[config.mk]
export PLATFORM = sky130hd
export DESIGN_NAME = pipeline_memory_stage
export DESIGN_NICKNAME = d
export VERILOG_FILES = /design/src/rtl/cpu_types_pkg.sv /design/src/rtl/link_register.sv /design/src/rtl/pipeline_memory_stage.sv
export SDC_FILE = /design/constraint.sdc
export NUM_CORES = 1
export LEC_CHECK = 0
export BUFFER_PORTS_ARGS = -buffer_cell sky130_fd_sc_hd__buf_2
export CORE_MARGIN = 5
export CORE_UTILIZATION = 40
export CTS_CLUSTER_DIAMETER = 50
export DETAILED_ROUTE_END_ITERATION = 12
export GPL_ROUTABILITY_DRIVEN = 0
export HOLD_SLACK_MARGIN = 0.03
export PLACE_DENSITY = 0.77
export SKIP_CTS_REPAIR_TIMING = 1
export SLEW_MARGIN = 20
export SYNTH_ARGS = -nofsm -noshare
export SYNTH_HDL_FRONTEND = slang
export SYNTH_HIERARCHICAL = 1
export SYNTH_SLANG_ARGS = --single-unit
[constraint.sdc]
create_clock -name CLK -period 2.3 [get_ports CLK]
set_input_delay 0.115 -clock CLK [delete_from_list [all_inputs] [get_ports CLK]]
set_output_delay 0.115 -clock CLK [all_outputs]
set_load 0.02 [all_outputs]
[src/rtl/cpu_types_pkg.sv]
// Shared CPU pipeline types: pipeline-latch control, MEM-stage FSM states and word type.
package cpu_types_pkg;

    localparam int unsigned WORD_W = 32;
    localparam int unsigned LINK_W = 30;

    typedef logic [WORD_W-1:0] word_t;

    typedef enum logic [1:0] {
        PIPE_ENABLE = 2'd0,
        PIPE_STALL  = 2'd1,
        PIPE_NOP    = 2'd2
    } pipe_state_t;

    typedef enum logic [1:0] {
        MEM_IDLE = 2'd0,
        MEM_WAIT = 2'd1,
        MEM_DONE = 2'd2
    } memstate_t;

    // Word address used for LL/SC linking (byte offset dropped).
    function automatic logic [LINK_W-1:0] word_addr(input word_t a);
        return a[WORD_W-1:WORD_W-LINK_W];
    endfunction

endpackage

[src/rtl/link_register.sv]
// LL/SC link register: remembers the last LL word address; cleared by stores, SCs and snoops.
module link_register #(
    parameter int unsigned LINK_W = 30
) (
    input  logic              CLK,
    input  logic              nRST,
    input  logic              set,
    input  logic              clear,
    input  logic [LINK_W-1:0] set_addr,
    input  logic [LINK_W-1:0] check_addr,
    input  logic              snoop_inv,
    input  logic [LINK_W-1:0] snoop_addr,
    output logic              valid,
    output logic              match_c
);

    logic [LINK_W-1:0] link_addr;
    logic              valid_n;

    assign match_c = (link_addr == check_addr);

    // A snoop to the word being linked this cycle overrides the new link.
    always_comb begin
        valid_n = valid;
        if (set) begin
            valid_n = !(snoop_inv && (snoop_addr == set_addr));
        end else if (clear || (snoop_inv && (snoop_addr == link_addr))) begin
            valid_n = 1'b0;
        end
    end

    always_ff @(posedge CLK or negedge nRST) begin
        if (!nRST) begin
            valid     <= 1'b0;
            link_addr <= '0;
        end else begin
            valid <= valid_n;
            if (set) begin
                link_addr <= set_addr;
            end
        end
    end

endmodule

[src/rtl/pipeline_memory_stage.sv]
// MEM-stage controller: data-cache handshake, miss stall, load capture and LL/SC link tracking.
module pipeline_memory_stage
    import cpu_types_pkg::*;
#(
    parameter int unsigned WORD_W = cpu_types_pkg::WORD_W,
    parameter int unsigned LINK_W = cpu_types_pkg::LINK_W
) (
    input  logic              CLK,
    input  logic              nRST,
    input  logic              valid_mem,
    input  logic              dREN_mem,
    input  logic              dWEN_mem,
    input  logic              ll_mem,
    input  logic              sc_mem,
    input  logic [WORD_W-1:0] addr_mem,
    input  logic [WORD_W-1:0] store_data_mem,
    input  logic              hold_in,
    input  logic              dhit,
    input  logic [WORD_W-1:0] dmemload,
    input  logic              snoop_inv,
    input  logic [WORD_W-1:0] snoop_addr,
    output logic              dmemREN,
    output logic              dmemWEN,
    output logic [WORD_W-1:0] dmemaddr,
    output logic [WORD_W-1:0] dmemstore,
    output logic [WORD_W-1:0] dmemload_mem,
    output logic              mem_stall,
    output pipe_state_t       mw_state
);

    memstate_t         state, state_n;
    logic [WORD_W-1:0] data_q, data_d;
    logic              req_en;
    logic              complete;
    logic              link_valid;
    logic              link_match_c;
    logic              unused_low_bits;

    logic              is_mem, is_sc, sc_fail, memop;
    logic [WORD_W-1:0] hit_value;

    assign unused_low_bits = ^{addr_mem[1:0], snoop_addr[1:0]};

    assign is_mem    = valid_mem && (dREN_mem || dWEN_mem);
    assign is_sc     = valid_mem && dWEN_mem && sc_mem;
    // SC success is decided when it enters the stage; once issued it is not re-judged.
    assign sc_fail   = (state == MEM_IDLE) && is_sc && !(link_valid && link_match_c);
    assign memop     = is_mem && !sc_fail;
    assign hit_value = is_sc ? WORD_W'(1) : dmemload;

    assign dmemaddr  = {addr_mem[WORD_W-1:2], 2'b00};
    assign dmemstore = store_data_mem;
    assign dmemREN   = req_en && dREN_mem;
    assign dmemWEN   = req_en && dWEN_mem;

    // Next state and outputs; everything is forced quiet while reset is asserted.
    always_comb begin
        state_n      = state;
        data_d       = data_q;
        req_en       = 1'b0;
        complete     = 1'b0;
        mem_stall    = 1'b0;
        mw_state     = PIPE_ENABLE;
        dmemload_mem = '0;
        if (nRST) begin
            unique case (state)
                MEM_IDLE: begin
                    if (sc_fail) begin
                        complete = 1'b1;
                        mw_state = hold_in ? PIPE_STALL : PIPE_ENABLE;
                    end else if (memop) begin
                        req_en = 1'b1;
                        if (dhit) begin
                            complete     = 1'b1;
                            dmemload_mem = hit_value;
                            data_d       = hit_value;
                            if (hold_in) begin
                                state_n  = MEM_DONE;
                                mw_state = PIPE_STALL;
                            end
                        end else begin
                            state_n   = MEM_WAIT;
                            mem_stall = 1'b1;
                            mw_state  = PIPE_STALL;
                        end
                    end else begin
                        mw_state = hold_in ? PIPE_STALL : PIPE_ENABLE;
                    end
                end
                MEM_WAIT: begin
                    req_en = 1'b1;
                    if (dhit) begin
                        complete     = 1'b1;
                        dmemload_mem = hit_value;
                        data_d       = hit_value;
                        if (hold_in) begin
                            state_n  = MEM_DONE;
                            mw_state = PIPE_STALL;
                        end else begin
                            state_n = MEM_IDLE;
                        end
                    end else begin
                        mem_stall = 1'b1;
                        mw_state  = PIPE_STALL;
                    end
                end
                MEM_DONE: begin
                    dmemload_mem = data_q;
                    if (hold_in) begin
                        mem_stall = 1'b1;
                        mw_state  = PIPE_STALL;
                    end else begin
                        state_n = MEM_IDLE;
                    end
                end
                default: state_n = MEM_IDLE;
            endcase
        end
    end

    always_ff @(posedge CLK or negedge nRST) begin
        if (!nRST) begin
            state  <= MEM_IDLE;
            data_q <= '0;
        end else begin
            state  <= state_n;
            data_q <= data_d;
        end
    end

    link_register #(
        .LINK_W(LINK_W)
    ) u_link (
        .CLK        (CLK),
        .nRST       (nRST),
        .set        (complete && dREN_mem && ll_mem),
        .clear      (complete && dWEN_mem && (sc_mem || link_match_c)),
        .set_addr   (addr_mem[WORD_W-1:2]),
        .check_addr (addr_mem[WORD_W-1:2]),
        .snoop_inv  (snoop_inv),
        .snoop_addr (snoop_addr[WORD_W-1:2]),
        .valid      (link_valid),
        .match_c    (link_match_c)
    );

endmodule

==> results of run 1 <==
state kept, by name, indices dropped and copies added (netlist names):
register	flops
data_q	32
state	2
u_link/valid	1
u_link/link_addr	30
placed cells by master, fill, tap and decap left out, drive strengths merged, types with 3 or more instances in the layout:
cell type / n
a21oi: 3
a22o: 32
a32o: 31
buf: 234
clkbuf: 13
clkinv: 4
conb: 3
dfrtp: 65
dlygate4sd3: 7
inv: 3
mux2: 30
nand2: 4
nand3: 3
nand4: 15
nor2: 4
nor3b: 3
nor4: 14
o211ai: 3
o21ai: 6
xnor2: 48
xor2: 42
worst max-delay path: cells and delay by family (launching register included):
kind	cells	cell delay [ns]
simple gates	4	0.84
buf+inv	3	0.46
flops	1	0.39
compound gates	2	0.39
xor+xnor	1	0.16
metrics by stage:
step	cells	worst slack, ns
after global routing	727	-0.495
after CTS	712	-0.543
after floorplan	413	0.0469
after detailed placement	696	-0.288
after global placement	696	-0.228
final	728	-0.386
layout make-up:
type / count / area (µm²) / share of cell area
multi-input cells: 260 / 2310 / 0.389
flip-flops and latches: 65 / 1630 / 0.274
repair buffers: 244 / 1550 / 0.260
clock buffers: 10 / 229 / 0.0385
well taps: 140 / 175 / 0.0295
clock inverters: 6 / 43.8 / 0.00737
inverters: 2 / 7.51 / 0.00126
diodes: 1 / 2.50 / 0.000421
path summary, 6_finish.rpt:
kind | from | to | slack [ns] | cells past startpoint
min in group asynchronous | nRST | data_q[0] | 0.52 | 3
setup / recovery | u_link/link_addr[5] | mem_stall | -0.39 | 10
setup reg to reg | u_link/link_addr[26] | u_link/link_addr[22] | -0.34 | 10
hold reg to reg | data_q[12] | data_q[12] | 0.52 | 1
max in group asynchronous | nRST | u_link/link_addr[11] | 1.42 | 3
hold / removal | dmemload[4] | data_q[4] | 0.02 | 2
cells by family after synthesis:
family | synth area share
DFF | 0.359
other | 0.000828
AOI/OAI and AO/OA | 0.174
muxes | 0.0746
and+or+nand+nor | 0.0705
xor gates and xnor gates | 0.174
buffers and inverters | 0.147
power by group through the flow:
stage          registers, W  clock network, W  logic [W]
2_1_floorplan       0.00184                 0    0.00125
3_3_place_gp        0.00181                 0    0.00191
3_5_place_dp        0.00184                 0    0.00198
6_report            0.00183           0.00125    0.00209
4_1_cts             0.00182           0.00128    0.00199
5_1_grt             0.00188           0.00132    0.00224
per-layer routing:
layer / up-vias / track usage / routed length [µm]
met1: 1873 / 0.230 / 5500
met3: 29 / 0.0518 / 1480
li1: 1804 / - / -
met2: 224 / 0.337 / 7130
met5: - / 0 / 0
met4: 0 / 0.0843 / 428
Yosys cell counts (2+ instances only):
cell type / instances
a21oi_1: 3
a22o_1: 32
a32o_1: 29
a32o_2: 2
buf_2: 8
buf_4: 65
buf_6: 11
clkbuf_1: 2
dfrtp_1: 65
inv_1: 2
mux2_2: 30
nand2_1: 4
nand3_1: 3
nand4_1: 15
nor2_1: 4
nor2b_1: 2
nor3b_1: 3
nor4_1: 14
o211ai_1: 2
o21ai_0: 4
o31ai_1: 2
xnor2_1: 48
xor2_1: 42
==> results.py, run 1 <==
metrics = {
    "status": {
        "status": "complete, but fails checks",
        "violations": "negative setup slack",
    },
    "power": {
        "leakage_nw": 2.81,
        "clockPowerShare": 0.242,
        "max-vdd-ir-drop_v": 0.000423,
        "power_w": 0.00517,
        "switchingPower_w": 0.00174,
        "pwr-share-comb": 0.403,
        "seqPwrFrac": 0.355,
        "p_per_area_mw_per_mm2": 871,
        "p_sw_frac": 0.336,
        "p_int_w": 0.00343,
    },
    "drt": {
        "drc": 0,
        "post_drt_via_cell_ratio": 5.40,
        "wl_mm": 14.5,
        "dr.pass1.iters": 4,
        "wire_per_inst_um": 20.0,
        "ant_nets": 0,
        "num_vias": 3930,
        "drt_iter0_drc": 304,
    },
    "yosys": {
        "synth_top_cell_by_area": "dfrtp_1",
        "syn_area_mm2": 0.00453,
        "synth_ff_type": "dfrtp_1",
        "async_flop_share": 1.00,
        "synth_edf_count": 0,
        "synth_seq_area_share": 0.359,
        "avgSynthCellArea_um2": 11.0,
        "yosys_warnings": 6,
        "synthDominantCellAreaShare": 0.359,
        "synthTopCellsByArea": "dfrtp_1 36%, buf_4 11%, xnor2_1 9.3%, xor2_1 8.1%, mux2_2 7.5%",
        "synth.distinct_cells": 42,
        "synthCells": 411,
        "synth_seq_cells": 65,
    },
    "timing": {
        "fin_worst_skew_ns": 0.00955,
        "hold_violations": 0,
        "period_minus_slack_ns": 2.69,
        "fin_crit_sh": 1.17,
        "rsz0062_at_grt": "true",
        "setup_tns_ns": -17.70,
        "finalSetupViolations": 68,
        "maxSlewViolCount": 0,
        "holdWs_ns": 0.0201,
        "slew_headroom": 0.429,
        "worst_pin_slew_ns": 0.854,
        "fmaxAchievable_mhz": 372,
        "final.setup.worst_slack_ns": -0.386,
    },
    "worst_hold_path": {
        "hp-class": "input pin to register",
    },
    "cells_and_area": {
        "utilization": 0.541,
        "drive_above_1_share": 0.513,
        "design_area_mm2": 0.00594,
        "area_growth_pct": 31.3,
        "fillCellCount": 961,
        "nNetsFinal": 720,
    },
    "worst_setup_path": {
        "path_cells": "xor2_1 > nor4_2 > nand4_1 > nor4_1 > buf_4 > a211o_4 > buf_6 > nor2_4 > o31ai_2 > buf_4",
        "worst_path_max_delay_cell": "dfrtp_1",
        "cpMostUsedCell": "buf_4",
        "worstSetupEndpointType": "primary output",
        "cp-start-kind": "register",
        "critPathMaxFanout": 5,
        "cp.required_ns": 2.18,
        "cp.arrival_ns": 2.57,
        "worstSetupPathType": "register to primary output",
        "max_stage_delay_ns": 0.39,
    },
    "placed_design": {
        "dpl_cell_area_mm2": 0.00540,
        "port_buffers": 167,
        "place_hpwl_mm": 10.9,
    },
    "clocking": {
        "clk_pin_slew_ns": 0.06,
        "ctsRootBufferMaster": "clkbuf_16",
        "cts_tree": "done",
        "h-tree-depth": 3,
        "clk_latency_ns": 0.33,
        "cts_sinks": 65,
        "cts.path.max_buffers": 2,
        "cts_buffers": 9,
    },
    "floorplanning": {
        "die_area_mm2": 0.0135,
        "die_y_um": 116,
        "io_pins": 239,
        "num_rows": 38,
        "die_w_um": 116,
        "initial_core_util": 0.412,
        "core_mm2": 0.0110,
    },
    "global_route": {
        "antenna_found_initial": 0,
        "grt_first_pass_wirelength_mm": 20.5,
        "track_usage": 0.196,
        "overflow": 0,
        "grt_max_degree": 63,
        "grt_pass1_vias": 3991,
    },
    "flow_run": {
        "maxCapViolCount": 0,
    },
}
Note: power is estimated with default switching activity, not from simulation.
==> run 2, diff against run 1 <==
--- a/config.mk
+++ b/config.mk
@@ -8,10 +8,10 @@
 export BUFFER_PORTS_ARGS = -buffer_cell sky130_fd_sc_hd__buf_2
 export CORE_MARGIN = 5
-export CORE_UTILIZATION = 40
+export CORE_UTILIZATION = 42
 export CTS_CLUSTER_DIAMETER = 50
 export DETAILED_ROUTE_END_ITERATION = 12
 export GPL_ROUTABILITY_DRIVEN = 0
 export HOLD_SLACK_MARGIN = 0.03
-export PLACE_DENSITY = 0.77
+export PLACE_DENSITY = 0.8
 export SKIP_CTS_REPAIR_TIMING = 1
 export SLEW_MARGIN = 20
==> constraint.sdc (replaced) <==
create_clock -name CLK -period 2.3 [get_ports CLK]
set_input_delay 0.69 -clock CLK [delete_from_list [all_inputs] [get_ports CLK]]
set_output_delay 0.69 -clock CLK [all_outputs]
set_load 0.02 [all_outputs]
==> run 2 against run 1 <==
Effect of this change:
- the run still ends with negative setup slack left
- global-route usage is 1.7 points higher
- clock-buffer cell count unchanged
- largest power group unchanged
- sequential power rose by 4%
- core utilization grew 9.6 points
- clock power fell by 18%
- wire length rose by 9.8%
- cell count rose by 4.4%
- sequential share of layout area down 3.5 points
- sequential cell count is the same
- highest routed layer unchanged
- die area is 4.4% lower
- worst setup slack lost 0.44 ns
- hold slack improved by 0.33 ns
==> results.py, run 2 (same netlist as run 1, synthesis figures left out) <==
metrics = {
    "status": {
        "status": "complete, but fails checks",
        "violations": "negative setup slack",
    },
    "power": {
        "p_sw_frac": 0.354,
        "p_per_area_mw_per_mm2": 779,
        "leakage_nw": 3.24,
        "switchingPower_w": 0.00188,
        "clockPowerShare": 0.191,
        "pwr-share-comb": 0.449,
        "seqPwrFrac": 0.360,
        "max-vdd-ir-drop_v": 0.000460,
        "p_int_w": 0.00344,
    },
    "global_route": {
        "grt-busiest-layer": "met2",
        "grt_use_met3": 0.0488,
        "grt_use_met2": 0.375,
        "grt_max_degree": 64,
        "grt_pass1_vias": 4276,
        "grt_first_pass_wirelength_mm": 21.7,
        "track_usage": 0.212,
        "grt_use_met1": 0.240,
        "overflow": 0,
        "antenna_found_initial": 0,
    },
    "clocking": {
        "h-tree-depth": 3,
        "cts_buffers": 9,
        "cts_tree": "done",
        "ctsRootBufferMaster": "clkbuf_8",
        "cts.path.max_buffers": 2,
        "clk_latency_ns": 0.35,
        "cts_sinks": 65,
        "clk_pin_slew_ns": 0.07,
    },
    "drt": {
        "drt_iter0_drc": 336,
        "dr.pass1.iters": 5,
        "ant_nets": 0,
        "drc": 0,
        "wire_per_inst_um": 21.0,
        "wl_mm": 16.0,
        "num_vias": 4164,
        "post_drt_via_cell_ratio": 5.48,
    },
    "worst_setup_path": {
        "worst_path_max_delay_cell": "nor4_2",
        "critPathTopFamily": "simple AND/OR/NAND/NOR gates",
        "path_cells": "buf_4 > xor2_2 > nor4_2 > nand4_1 > nor4_4 > a211o_4 > nor2_4 > o31ai_4 > buf_6",
        "cp.required_ns": 1.61,
        "reg2reg_to": "u_link/link_addr[14]",
        "critPathBufInv": 2,
        "max_stage_delay_ns": 0.34,
        "critPathMaxFanout": 4,
        "r2r-start": "u_link/link_addr[24]",
        "cp.arrival_ns": 2.44,
        "worstSetupPathType": "input pin to primary output",
        "ff2ff_path_depth": 10,
        "worstSetupEndpointType": "primary output",
        "rrSetupSlack_ns": -0.26,
        "cp-start-kind": "input pin",
    },
    "cells_and_area": {
        "drive_above_1_share": 0.618,
        "nNetsFinal": 753,
        "n_antenna_cell": 0,
        "layout_common_cells": "127 x buf_2, 93 x buf_4, 63 x dfrtp_1",
        "largest_reg_flops": 32,
        "layout_commonest_cell": "buf_2",
        "area_growth_pct": 50.6,
        "regMostFlops": "data_q",
        "largestRegisters": "data_q: 32 flops, u_link/link_addr: 30 flops, state: 2 flops",
    },
    "floorplanning": {
        "io_pins": 239,
        "die_w_um": 114,
        "die_y_um": 114,
        "core_mm2": 0.0107,
        "initial_core_util": 0.423,
        "die_area_mm2": 0.0130,
        "num_rows": 38,
    },
    "timing": {
        "fmaxAchievable_mhz": 320,
        "holdWs_ns": 0.347,
        "worst_pin_slew_ns": 0.829,
        "fin_worst_skew_ns": 0.0166,
        "slew_headroom": 0.447,
        "rsz0062_at_grt": "true",
        "fin_crit_sh": 1.36,
        "maxSlewViolCount": 0,
        "finalSetupViolations": 99,
        "setup_tns_ns": -22.78,
        "final.setup.worst_slack_ns": -0.828,
        "period_minus_slack_ns": 3.13,
        "hold_violations": 0,
    },
    "placed_design": {
        "place_hpwl_mm": 11.0,
        "port_buffers": 167,
    },
    "flow_run": {
        "maxCapViolCount": 0,
    },
    "worst_hold_path": {
        "hp-class": "input pin to async pin",
    },
}
-- run 2: worst register-to-register path, stage by stage, from the launching register on --
cell and delay [ns]:
dfrtp_1 0.41, xor2_1 0.21, nor4_2 0.08, nand4_1 0.17, nor4_4 0.06, a211o_4 0.38, or2_2 0.32, a21oi_4 0.16
buf_12 0.14, buf_4 0.17, mux2_2 0.36
-- run 2: power groups by stage --
stage                     Combinational (W)  Clock, W  Sequential (W)
final                               0.00238   0.00102         0.00191
after global placement              0.00203         0         0.00187
after CTS                           0.00211   0.00104         0.00189
after global routing                0.00253   0.00110         0.00195
after floorplan                     0.00135         0         0.00187
after detailed placement            0.00210         0         0.00190
-- run 2: worst max-delay path by stage --
stage | start | end | slack (ns) | depth (start not counted)
finish | addr_mem[14] | dmemload_mem[0] | -0.83 | 9
global route | u_link/link_addr[8] | dmemload_mem[0] | -0.87 | 8
CTS | addr_mem[14] | dmemload_mem[0] | -1.08 | 9
detailed placement | addr_mem[14] | dmemload_mem[0] | -1.07 | 9
global placement | addr_mem[14] | dmemload_mem[0] | -1.11 | 9
floorplan | addr_mem[28] | dmemREN | -0.50 | 7
-- run 2: cell type report --
type,count,area (µm²)
inverters,2,7.51
multi-input cells,260,2660
flip-flops and latches,65,1630
clock buffers,10,138
repair buffers,277,2140
fillers,788,3880
well taps,140,175
clock inverters,6,67.6
-- run 2: layer usage --
metal	share of wire	wire length, µm
met4	0.039	620
met1	0.37	5860
met5	0	0
met3	0.081	1300
met2	0.51	8200
-- run 2: metrics by stage --
step | utilization | std cells | power, W | setup slack (ns) | instance area (µm²)
after detailed placement | 0.553 | 717 | 0.00400 | -1.07 | 5920
after global routing | 0.637 | 760 | 0.00557 | -0.870 | 6820
after global placement | 0.553 | 717 | 0.00390 | -1.11 | 5920
final | 0.637 | 760 | 0.00531 | -0.828 | 6820
after floorplan | - | 413 | 0.00322 | -0.502 | 4900
after CTS | 0.572 | 733 | 0.00504 | -1.08 | 6120
